===== config.mk =====
export PLATFORM = sky130hd
export DESIGN_NAME = bp_request_sequencer
export DESIGN_NICKNAME = d
export VERILOG_FILES = /design/src/rtl/bp_request_sequencer.sv
export SDC_FILE = /design/constraint.sdc
export NUM_CORES = 1
export LEC_CHECK = 0
export CAP_MARGIN = 40
export CORE_MARGIN = 3
export CORE_UTILIZATION = 35
export CTS_BUF_LIST = sky130_fd_sc_hd__clkbuf_8
export CTS_CLUSTER_SIZE = 10
export DETAILED_ROUTE_END_ITERATION = 16
export SLEW_MARGIN = 20
export SYNTH_ARGS = -nofsm -noshare
export SYNTH_HDL_FRONTEND = slang
export SYNTH_SLANG_ARGS = --single-unit

===== constraint.sdc =====
create_clock -name clk -period 2.7 [get_ports clk]
set_input_delay 0.405 -clock clk [delete_from_list [all_inputs] [get_ports clk]]
set_output_delay 0.405 -clock clk [all_outputs]
set_load 0.01 [all_outputs]

===== src/rtl/bp_request_sequencer.sv =====
`default_nettype none
// ============================================================================
// Module      : bp_request_sequencer
// Description : gshare front end. Buffers fetch predictions and execute
//               resolves and issues one at a time to the control path.
//               Optional statistics counters: define BP_SEQ_STATS_EN.
// Revision    : 1.0 - initial release
// ============================================================================
module bp_request_sequencer #(
    parameter int W        = 32,
    parameter int RQ_DEPTH = 4,
    parameter int TIMEOUT  = 15
) (
    input  logic         clk,
    input  logic         rst,
    input  logic         pred_valid_i,
    input  logic [W-1:0] pred_pc_i,
    output logic         pred_ready_o,
    input  logic         res_valid_i,
    input  logic [W-1:0] res_pc_i,
    input  logic         res_taken_i,
    input  logic [W-1:0] res_target_i,
    output logic         res_ready_o,
    output logic         start_pred_o,
    output logic         start_resolve_o,
    output logic [W-1:0] op_pc_o,
    output logic         op_taken_o,
    output logic [W-1:0] op_target_o,
    input  logic         done_i,
    output logic         pred_done_o,
    output logic         res_done_o,
    output logic         busy_o,
`ifdef BP_SEQ_STATS_EN
    output logic [15:0]  stat_pred_o,
    output logic [15:0]  stat_res_o,
    output logic [15:0]  stat_stall_o,
`endif
    output logic         timeout_err_o
);

    localparam int         AW        = (RQ_DEPTH > 1) ? $clog2(RQ_DEPTH) : 1;
    localparam logic [AW:0] RQ_FULL  = (AW+1)'(RQ_DEPTH);
    localparam logic [3:0] WAIT_LAST = 4'(TIMEOUT - 1);

    localparam logic [1:0] S_IDLE  = 2'd0;
    localparam logic [1:0] S_ISSUE = 2'd1;
    localparam logic [1:0] S_HOLD  = 2'd2;
    localparam logic [1:0] S_WAIT  = 2'd3;

    logic [1:0]   state_q, state_d;

    logic         op_is_res_q, op_is_res_d;
    logic [W-1:0] op_pc_q, op_pc_d;
    logic         op_taken_q, op_taken_d;
    logic [W-1:0] op_target_q, op_target_d;

    // Prediction slot; pred_iss_q marks that the held pred is the op in flight.
    logic         pred_vld_q, pred_vld_d;
    logic         pred_iss_q, pred_iss_d;
    logic [W-1:0] pred_pc_q, pred_pc_d;

    logic [W-1:0] rq_pc_q     [RQ_DEPTH];
    logic [W-1:0] rq_target_q [RQ_DEPTH];
    logic         rq_taken_q  [RQ_DEPTH];
    logic [AW-1:0] rd_ptr_q, rd_ptr_d;
    logic [AW-1:0] wr_ptr_q, wr_ptr_d;
    logic [AW:0]   count_q, count_d;

    logic [3:0]   wcnt_q, wcnt_d;
    logic         pred_done_q, res_done_q;
    logic         timeout_err_q;

    logic         w_pred_push, w_res_push, w_pop;
    logic         w_q_nonempty, w_pred_pending;
    logic         w_sel_res, w_sel_pred, w_go, w_load;
    logic         w_finish, w_pred_fin, w_res_fin, w_abort;
    logic [W-1:0] w_pred_src_pc;

    assign pred_ready_o   = !pred_vld_q;
    assign res_ready_o    = (count_q != RQ_FULL);
    assign w_pred_push    = pred_valid_i && pred_ready_o;
    assign w_res_push     = res_valid_i && res_ready_o;
    assign w_q_nonempty   = (count_q != '0);
    assign w_pred_pending = pred_vld_q && !pred_iss_q;
    assign w_pred_src_pc  = pred_vld_q ? pred_pc_q : pred_pc_i;

    // Resolves win; a resolve arriving into an empty queue also holds off a
    // prediction so history updates stay ahead of lookups.
    assign w_sel_res  = w_q_nonempty;
    assign w_sel_pred = !w_q_nonempty && !w_res_push && (w_pred_pending || w_pred_push);
    assign w_go       = w_sel_res || w_sel_pred;

    assign w_finish   = (state_q == S_WAIT) && done_i;
    assign w_pred_fin = w_finish && !op_is_res_q;
    assign w_res_fin  = w_finish && op_is_res_q;
    assign w_abort    = (state_q == S_WAIT) && !done_i && (wcnt_q == WAIT_LAST);
    assign w_load     = w_go && ((state_q == S_IDLE) || w_finish);
    assign w_pop      = (state_q == S_ISSUE) && op_is_res_q;

    // ---------------- FSM: state register ----------------
    always_ff @(posedge clk or negedge rst) begin
        if (!rst) begin
            state_q <= S_IDLE;
        end else begin
            state_q <= state_d;
        end
    end

    // ---------------- FSM: next state ----------------
    always_comb begin
        state_d = state_q;
        case (state_q)
            S_IDLE:  if (w_go) state_d = S_ISSUE;
            S_ISSUE: state_d = S_HOLD;
            S_HOLD:  state_d = S_WAIT;
            S_WAIT: begin
                if (done_i) begin
                    state_d = w_go ? S_ISSUE : S_IDLE;
                end else if (wcnt_q == WAIT_LAST) begin
                    state_d = S_IDLE;
                end
            end
            default: state_d = S_IDLE;
        endcase
    end

    // ---------------- FSM: outputs ----------------
    always_comb begin
        start_pred_o    = 1'b0;
        start_resolve_o = 1'b0;
        busy_o          = (state_q != S_IDLE);
        case (state_q)
            S_ISSUE: begin
                start_pred_o    = !op_is_res_q;
                start_resolve_o = op_is_res_q;
            end
            S_HOLD:  start_resolve_o = op_is_res_q;
            default: begin
                start_pred_o    = 1'b0;
                start_resolve_o = 1'b0;
            end
        endcase
    end

    // ---------------- Datapath next-state ----------------
    always_comb begin
        op_is_res_d = op_is_res_q;
        op_pc_d     = op_pc_q;
        op_taken_d  = op_taken_q;
        op_target_d = op_target_q;
        if (w_load) begin
            op_is_res_d = w_sel_res;
            op_pc_d     = w_sel_res ? rq_pc_q[rd_ptr_q]     : w_pred_src_pc;
            op_taken_d  = w_sel_res ? rq_taken_q[rd_ptr_q]  : 1'b0;
            op_target_d = w_sel_res ? rq_target_q[rd_ptr_q] : '0;
        end

        pred_vld_d = pred_vld_q;
        pred_iss_d = pred_iss_q;
        pred_pc_d  = pred_pc_q;
        if (w_pred_fin || (w_abort && !op_is_res_q)) begin
            pred_vld_d = 1'b0;
            pred_iss_d = 1'b0;
        end
        if (w_pred_push) begin
            pred_vld_d = 1'b1;
            pred_pc_d  = pred_pc_i;
        end
        if (w_load && w_sel_pred) begin
            pred_iss_d = 1'b1;
        end

        rd_ptr_d = w_pop      ? rd_ptr_q + 1'b1 : rd_ptr_q;
        wr_ptr_d = w_res_push ? wr_ptr_q + 1'b1 : wr_ptr_q;
        count_d  = count_q;
        case ({w_res_push, w_pop})
            2'b10:   count_d = count_q + 1'b1;
            2'b01:   count_d = count_q - 1'b1;
            default: count_d = count_q;
        endcase

        wcnt_d = (state_q == S_WAIT) ? wcnt_q + 1'b1 : 4'd0;
    end

    always_ff @(posedge clk or negedge rst) begin
        if (!rst) begin
            op_is_res_q   <= 1'b0;
            op_pc_q       <= '0;
            op_taken_q    <= 1'b0;
            op_target_q   <= '0;
            pred_vld_q    <= 1'b0;
            pred_iss_q    <= 1'b0;
            pred_pc_q     <= '0;
            rd_ptr_q      <= '0;
            wr_ptr_q      <= '0;
            count_q       <= '0;
            wcnt_q        <= 4'd0;
            pred_done_q   <= 1'b0;
            res_done_q    <= 1'b0;
            timeout_err_q <= 1'b0;
        end else begin
            op_is_res_q   <= op_is_res_d;
            op_pc_q       <= op_pc_d;
            op_taken_q    <= op_taken_d;
            op_target_q   <= op_target_d;
            pred_vld_q    <= pred_vld_d;
            pred_iss_q    <= pred_iss_d;
            pred_pc_q     <= pred_pc_d;
            rd_ptr_q      <= rd_ptr_d;
            wr_ptr_q      <= wr_ptr_d;
            count_q       <= count_d;
            wcnt_q        <= wcnt_d;
            pred_done_q   <= w_pred_fin;
            res_done_q    <= w_res_fin;
            timeout_err_q <= timeout_err_q || w_abort;
        end
    end

    // Queue payload needs no reset: count_q gates every read.
    always_ff @(posedge clk) begin
        if (w_res_push) begin
            rq_pc_q[wr_ptr_q]     <= res_pc_i;
            rq_taken_q[wr_ptr_q]  <= res_taken_i;
            rq_target_q[wr_ptr_q] <= res_target_i;
        end
    end

    assign op_pc_o       = op_pc_q;
    assign op_taken_o    = op_taken_q;
    assign op_target_o   = op_target_q;
    assign pred_done_o   = pred_done_q;
    assign res_done_o    = res_done_q;
    assign timeout_err_o = timeout_err_q;

`ifdef BP_SEQ_STATS_EN
    logic [15:0] stat_pred_q, stat_res_q, stat_stall_q;

    always_ff @(posedge clk or negedge rst) begin
        if (!rst) begin
            stat_pred_q  <= 16'd0;
            stat_res_q   <= 16'd0;
            stat_stall_q <= 16'd0;
        end else begin
            if (w_pred_fin && (stat_pred_q != 16'hFFFF)) begin
                stat_pred_q <= stat_pred_q + 16'd1;
            end
            if (w_res_fin && (stat_res_q != 16'hFFFF)) begin
                stat_res_q <= stat_res_q + 16'd1;
            end
            if (res_valid_i && !res_ready_o && (stat_stall_q != 16'hFFFF)) begin
                stat_stall_q <= stat_stall_q + 16'd1;
            end
        end
    end

    assign stat_pred_o  = stat_pred_q;
    assign stat_res_o   = stat_res_q;
    assign stat_stall_o = stat_stall_q;
`endif

endmodule
`default_nettype wire


==> impl_metrics.py, run 1 <==
metrics = {
    "critical_path": {
        "worstSetupStartpointType": "flop",
        "critPathCaptureType": "primary output",
        "path_max_fanout": 4,
        "required_ns": 2.30,
        "cp_slowest_cell": "clkdlybuf4s50_1",
        "arrival_ns": 2.06,
        "cp_cell_sequence": "inv_1 > ha_1 > and2_1 > clkdlybuf4s50_1",
        "crit_path_max_incr_delay_ns": 0.54,
        "crit_type": "flop to primary output",
    },
    "final_layout": {
        "regArea_sq_um": 10700,
        "fin_nets": 1131,
        "num-fill-cells": 3600,
        "syn2layout_area_growth_pct": 26.4,
        "final_cell_area_sq_um": 18400,
        "multi_input_area_sq_um": 3620,
        "drive_gt1_share_pct": 21.1,
    },
    "drt": {
        "viasPerCell": 4.89,
        "drt_first_pass_iters": 4,
        "drc_errors": 0,
        "wire_per_inst_um": 20.8,
        "drt_iter0_drc": 509,
        "routed_wl_um": 33300,
        "dr_total_vias": 7856,
        "ant_nets": 0,
    },
    "clock_network": {
        "clk_pin_slew_worst_paths_ns": 0.06,
        "cts_sinks": 376,
        "cts_tree": "built",
        "cts_buffer_depth": 3,
        "clk_latency_ns": 0.60,
        "cts_setup_buffers": 0,
        "htree_levels": 3,
        "cts_made_buffers": 66,
        "cts_root_buf": "clkbuf_8",
    },
    "yosys": {
        "syn_nets": 907,
        "ys.flop_type": "edfxtp_1",
        "seq_area_frac_synth_pct": 73.4,
        "synth_area_sq_um": 14600,
        "syn_inst": 793,
        "synth_warnings": 0,
        "async_flop_share_pct": 30.9,
        "ys_ff_latch": 376,
        "synth-edff-count": 260,
        "synth_area_per_cell_sq_um": 18.4,
        "synth_cell_types": 37,
    },
    "global_route": {
        "antenna_found_initial": 4,
        "grtUsageTotal_pct": 15.3,
        "grt_pass1_vias": 8431,
        "grt_max_degree": 55,
        "grt_pass1_wl_um": 51300,
        "grt_overflow": 0,
    },
    "floorplan": {
        "die_width_um": 210,
        "start_util_pct": 35.6,
        "ioPinCount": 175,
        "core_area_sq_um": 41000,
        "die_h_um": 210,
        "num_rows": 74,
        "die-area_sq_um": 44200,
    },
    "placement": {
        "hpwlAfterDp_um": 20200,
        "port_buffers": 174,
        "placed_cell_area_sq_um": 17200,
        "routabilityCongestion": 0.731,
    },
    "sta": {
        "rsz0062_at_grt": "no",
        "report.final.slew_viol_count": 0,
        "skew_ns": 0.0292,
        "hold_viol": 0,
        "finalCritPeriodShare_pct": 91.5,
        "fmax_mhz": 405,
        "setup_viol": 0,
        "fin_tns_setup_ns": 0,
        "maxSlewHeadroom_pct": 56.0,
        "tightest_slew_ns": 0.659,
        "period_minus_slack_ns": 2.47,
    },
    "power": {
        "cellLeakagePower_nw": 6.89,
        "peakVddDrop_uv": 465,
        "cellPowerDensity_nw_per_um2": 1110,
    },
    "outcome": {
        "outcome": "completed",
    },
    "min_path": {
        "hold_path_class": "primary input to asynchronous set/reset pin",
    },
    "run": {
        "maxCapViolations": 0,
    },
}
==> per-stage QoR <==
step                utilization [%]  hold WS (ns)  power [mW]  worst slack (ns)  cells
floorplan                         -         0.109        12.9           0.00402    793
global placement               41.9         0.437        15.9             0.342   1480
detailed placement             41.9         0.442        16.0             0.358   1480
CTS                            44.9         0.367        20.9             0.179   1603
global route                   44.9         0.378        21.8             0.105   1603
finish                         44.9         0.373        20.5             0.231   1605
==> path summary, 6_finish.rpt <==
check                              start               to  slack, ns  depth (start not counted)
max                           state_q[0]  start_resolve_o       0.23                          4
min                                  rst    pred_pc_q[10]       0.37                          2
max reg2reg                   count_q[0]       count_q[2]       0.57                         10
min reg2reg                timeout_err_o    timeout_err_o       0.46                          1
max in group asynchronous            rst      op_pc_o[20]       1.52                          3
min in group clk            res_pc_i[10]   rq_pc_q[2][10]       0.44                          1
==> kinds of logic (layout without fill, tap and decap cells) <==
family                   count (synthesis)  count (layout)  share of synthesized area [%]
other                                    0               2                              0
buffers and inverters                   59             337                           2.05
AND/OR/NAND/NOR                         66              66                           2.14
adder cells (fa/ha/maj)                 12              12                           1.08
XOR/XNOR                                 8               8                          0.480
multiplexers                           131             131                           14.9
flip-flops                             376             376                           73.4
AO/OA/AOI/OAI                          141             141                           5.95
==> synth_stat cells (all sizes together) (5+ instances only) <==
library cell | count | area (sq um)
a22o | 33 | 289
and2 | 5 | 31.3
dfrtp | 116 | 2900
nand2 | 36 | 135
clkbuf | 22 | 85.1
mux2i | 32 | 320
inv | 13 | 48.8
edfxtp | 260 | 7810
o21ai | 98 | 490
and3 | 6 | 37.5
mux4 | 65 | 1460
nor2 | 7 | 26.3
buf | 24 | 165
mux2 | 34 | 383
ha | 11 | 138
==> report_power, final <==
group	switching (mW)	internal (mW)	total, mW	leakage [nW]
clock	2.28	2.52	4.79	0.752
combinational	3.37	3.55	6.92	2.33
sequential	0.859	7.91	8.77	3.81
total	6.50	14.0	20.5	6.89
==> routing by layer <==
layer / share of wire [%] / routed length, um / vias up / global-route usage (%)
li1: - / - / 3566 / -
met5: 0.10 / 34 / - / 0
met3: 5.7 / 1900 / 55 / 4.30
met2: 46 / 15500 / 214 / 23.7
met1: 46 / 15300 / 4017 / 21.2
met4: 1.9 / 650 / 4 / 4.49
==> worst max-delay path: cells and delay by family, from the launching register on <==
family                   cells  cell delay [ns]
AND/OR/NAND/NOR              1             0.13
buffers and inverters        2             0.64
flip-flops                   1             0.41
adder cells (fa/ha/maj)      1             0.32
==> flip-flops by register name, summed over array words and instances (netlist names), 2 cells and up <==
register,cells
count_q,3
rd_ptr_q,2
op_target_o,32
op_pc_o,32
wr_ptr_q,2
rq_target_q,128
wcnt_q,4
pred_pc_q,32
rq_taken_q,4
rq_pc_q,128
state_q,2
==> cells in the final DEF (no fill, tap or decap), types with 32 or more instances in the layout <==
cell               n
edfxtp_1         260
clkdlybuf4s50_1  173
dfrtp_1          113
o21ai_0           94
clkbuf_8          74
mux4_2            65
inv_1             51
nand2_1           35
mux2_2            34
a22o_1            33
mux2i_1           32
==> area by class of cell <==
class                           count  area share [%]
Tap cell                          532            3.61
Clock inverter                     48            1.13
Timing Repair Buffer              202            11.6
Sequential cell                   376            58.2
Clock buffer                       74            5.53
Inverter                           13           0.265
Multi-Input combinational cell    358            19.7
Antenna cell                        2          0.0272
==> timing repair <==
item	CTS	global route
hold buffers	1	0
resized for setup	0	0
hold endpoints to repair	52	0
Power figures use the tool's default switching activity.
==> run 2, diff against run 1 <==
--- a/config.mk
+++ b/config.mk
@@ -11,7 +11,7 @@
 export CTS_BUF_LIST = sky130_fd_sc_hd__clkbuf_8
 export CTS_CLUSTER_SIZE = 10
 export DETAILED_ROUTE_END_ITERATION = 16
-export SLEW_MARGIN = 20
+export SLEW_MARGIN = 40
 export SYNTH_ARGS = -nofsm -noshare
 export SYNTH_HDL_FRONTEND = slang
 export SYNTH_SLANG_ARGS = --single-unit
==> results of run 2 <==
No change in the layout: final DEF, timing and power equal those of run 1.
==> run 3, diff against run 2 <==
--- a/config.mk
+++ b/config.mk
@@ -11,6 +11,7 @@
 export CTS_BUF_LIST = sky130_fd_sc_hd__clkbuf_8
 export CTS_CLUSTER_SIZE = 10
 export DETAILED_ROUTE_END_ITERATION = 16
+export REMOVE_ABC_BUFFERS = 1
 export SLEW_MARGIN = 40
 export SYNTH_ARGS = -nofsm -noshare
 export SYNTH_HDL_FRONTEND = slang
==> impl_metrics.py, run 3 (synthesis results as in run 1) <==
metrics = {
    "outcome": {
        "outcome": "completed",
    },
    "final_layout": {
        "drive_gt1_share_pct": 21.6,
        "post-route-util_pct": 45.0,
        "num-fill-cells": 3625,
        "final_cell_area_sq_um": 18500,
        "diodes": 0,
        "top_regs": "rq_pc_q x128, rq_target_q x128",
        "syn2layout_area_growth_pct": 26.6,
        "final_cells": 1597,
        "final_common_cell": "edfxtp_1",
        "final_cell_mix": "edfxtp_1 (260), clkdlybuf4s50_1 (173), dfrtp_1 (113), o21ai_0 (94)",
        "fin_nets": 1126,
    },
    "floorplan": {
        "die_h_um": 210,
        "die_width_um": 210,
        "core_area_sq_um": 41000,
        "start_util_pct": 35.6,
        "die-area_sq_um": 44200,
        "ioPinCount": 175,
        "num_rows": 74,
    },
    "clock_network": {
        "cts_tree": "built",
        "clk_pin_slew_worst_paths_ns": 0.06,
        "cts_setup_buffers": 0,
        "cts_root_buf": "clkbuf_8",
        "clk_latency_ns": 0.65,
        "cts_made_buffers": 61,
        "cts_buffer_depth": 3,
        "htree_levels": 2,
        "cts_sinks": 376,
    },
    "sta": {
        "finalCritPeriodShare_pct": 93.3,
        "skew_ns": 0.0187,
        "whs_ns": 0.279,
        "maxSlewHeadroom_pct": 66.8,
        "rsz0062_at_grt": "no",
        "setup_ws_ns": 0.181,
        "period_minus_slack_ns": 2.52,
        "fmax_mhz": 397,
        "report.final.slew_viol_count": 0,
        "setup_viol": 0,
        "tightest_slew_ns": 0.498,
        "hold_viol": 0,
    },
    "placement": {
        "hpwlAfterDp_um": 20300,
        "post-place-ws_ns": 0.421,
        "dpl.cell_count": 1480,
        "port_buffers": 174,
        "routabilityCongestion": 0.713,
        "placed_cell_area_sq_um": 17200,
    },
    "global_route": {
        "grt_pass1_vias": 8544,
        "antenna_found_initial": 3,
        "grt_max_degree": 51,
        "grtUsageTotal_pct": 15.0,
        "grt_pass1_wl_um": 50400,
        "grt_overflow": 0,
    },
    "power": {
        "peakVddDrop_uv": 459,
        "power_frac_seq_pct": 42.4,
        "cellLeakagePower_nw": 6.87,
        "p_clk_share_pct": 24.4,
        "combPwrFrac_pct": 33.2,
        "switchingPower_mw": 6.42,
        "swShare_pct": 31.1,
        "cellPowerDensity_nw_per_um2": 1120,
        "p_int_mw": 14.2,
    },
    "critical_path": {
        "critPathCaptureType": "primary output",
        "endpoint": "start_resolve_o",
        "worst-path-buf-inv": 2,
        "crit_family": "buffers and inverters",
        "worstSetupStartpointType": "flop",
        "path_max_fanout": 4,
        "cp_slowest_cell": "clkdlybuf4s50_1",
        "arrival_ns": 2.11,
        "reg2reg_depth": 10,
        "crit_path_max_incr_delay_ns": 0.54,
        "crit_cells": 4,
        "rr_startpoint": "count_q[0]",
        "required_ns": 2.30,
        "cp_cell_sequence": "inv_1 > ha_1 > and2_1 > clkdlybuf4s50_1",
        "r2r_slack_ns": 0.56,
        "crit_type": "flop to primary output",
        "r2r-end": "count_q[2]",
        "startpoint": "state_q[0]",
    },
    "drt": {
        "wire_per_inst_um": 20.5,
        "ant_nets": 0,
        "dr_total_vias": 7802,
        "drc_errors": 0,
        "routed_wl_um": 32700,
        "drt_iter0_drc": 453,
        "drt_first_pass_iters": 5,
        "viasPerCell": 4.89,
    },
    "min_path": {
        "hold_path_class": "primary input to asynchronous set/reset pin",
    },
    "run": {
        "maxCapViolations": 0,
    },
}
## run 3: changes by cell type in the layout (fill, tap and decap cells not counted), moves of 2 or more
| cell | change |
|---|---|
| inv_1 | -16 |
| clkinv_2 | +10 |
| clkinvlp_4 | -4 |
| clkbuf_8 | -9 |
| diode_2 | -2 |
| clkinv_1 | +6 |
| inv_6 | +2 |
| bufinv_16 | +6 |
## run 3: layout make-up
class,count,area (sq um),area share (%)
Tap cell,532,666,3.61
Clock buffer,65,895,4.85
Clock inverter,51,378,2.05
Sequential cell,376,10700,58.1
Multi-Input combinational cell,358,3620,19.6
Inverter,13,48.8,0.264
Timing Repair Buffer,202,2130,11.5
## run 3: worst min-delay path by stage
stage | from | endpoint | slack, ns | cells past startpoint
floorplan | rst | count_q[0] | 0.11 | 0
global placement | rst | op_pc_o[29] | 0.39 | 1
detailed placement | rst | pred_pc_q[29] | 0.39 | 1
CTS | rst | pred_pc_q[29] | 0.23 | 2
global route | rst | op_pc_o[29] | 0.28 | 2
finish | rst | pred_pc_q[14] | 0.28 | 2
## run 3: stage by stage
stage                     setup TNS (ns)  power (mW)
final                                  0        20.7
after CTS                              0        21.1
after global placement                 0        15.8
after global routing                   0        22.0
after floorplan                  -126.00        12.8
after detailed placement               0        15.9
## run 3: power by group through the flow
stage	sequential, mW	combinational (mW)	clock, mW
CTS	8.79	7.07	5.26
finish	8.76	6.87	5.05
detailed placement	8.87	7.06	0
floorplan	9.13	3.63	0
global placement	8.83	6.97	0
global route	8.93	7.54	5.51
## run 3: per-layer routing
layer / up-vias / part of all wire, % / global-route usage [%]
li1: 3553 / - / -
met1: 3973 / 43 / 19.3
met2: 208 / 48 / 24.8
met3: 62 / 5.9 / 3.87
met4: 6 / 2.4 / 5.46
met5: - / 0.14 / 0
## run 3: what timing repair did
| item | 4_1_cts | 5_1_grt |
|---|---|---|
| gates resized for setup | 0 | 0 |
| hold buffers | 1 | 0 |
| endpoints found under the hold margin | 48 | 0 |
| setup endpoints to repair | 0 | 0 |
## run 3: worst reg2reg max path: cells and delay by family (launching register included)
family	cells	cell delay [ns]
xor gates and xnor gates	2	0.30
adders and majority gates	2	0.55
and+or+nand+nor	3	0.56
DFF	1	0.42
buffers and inverters	3	0.25
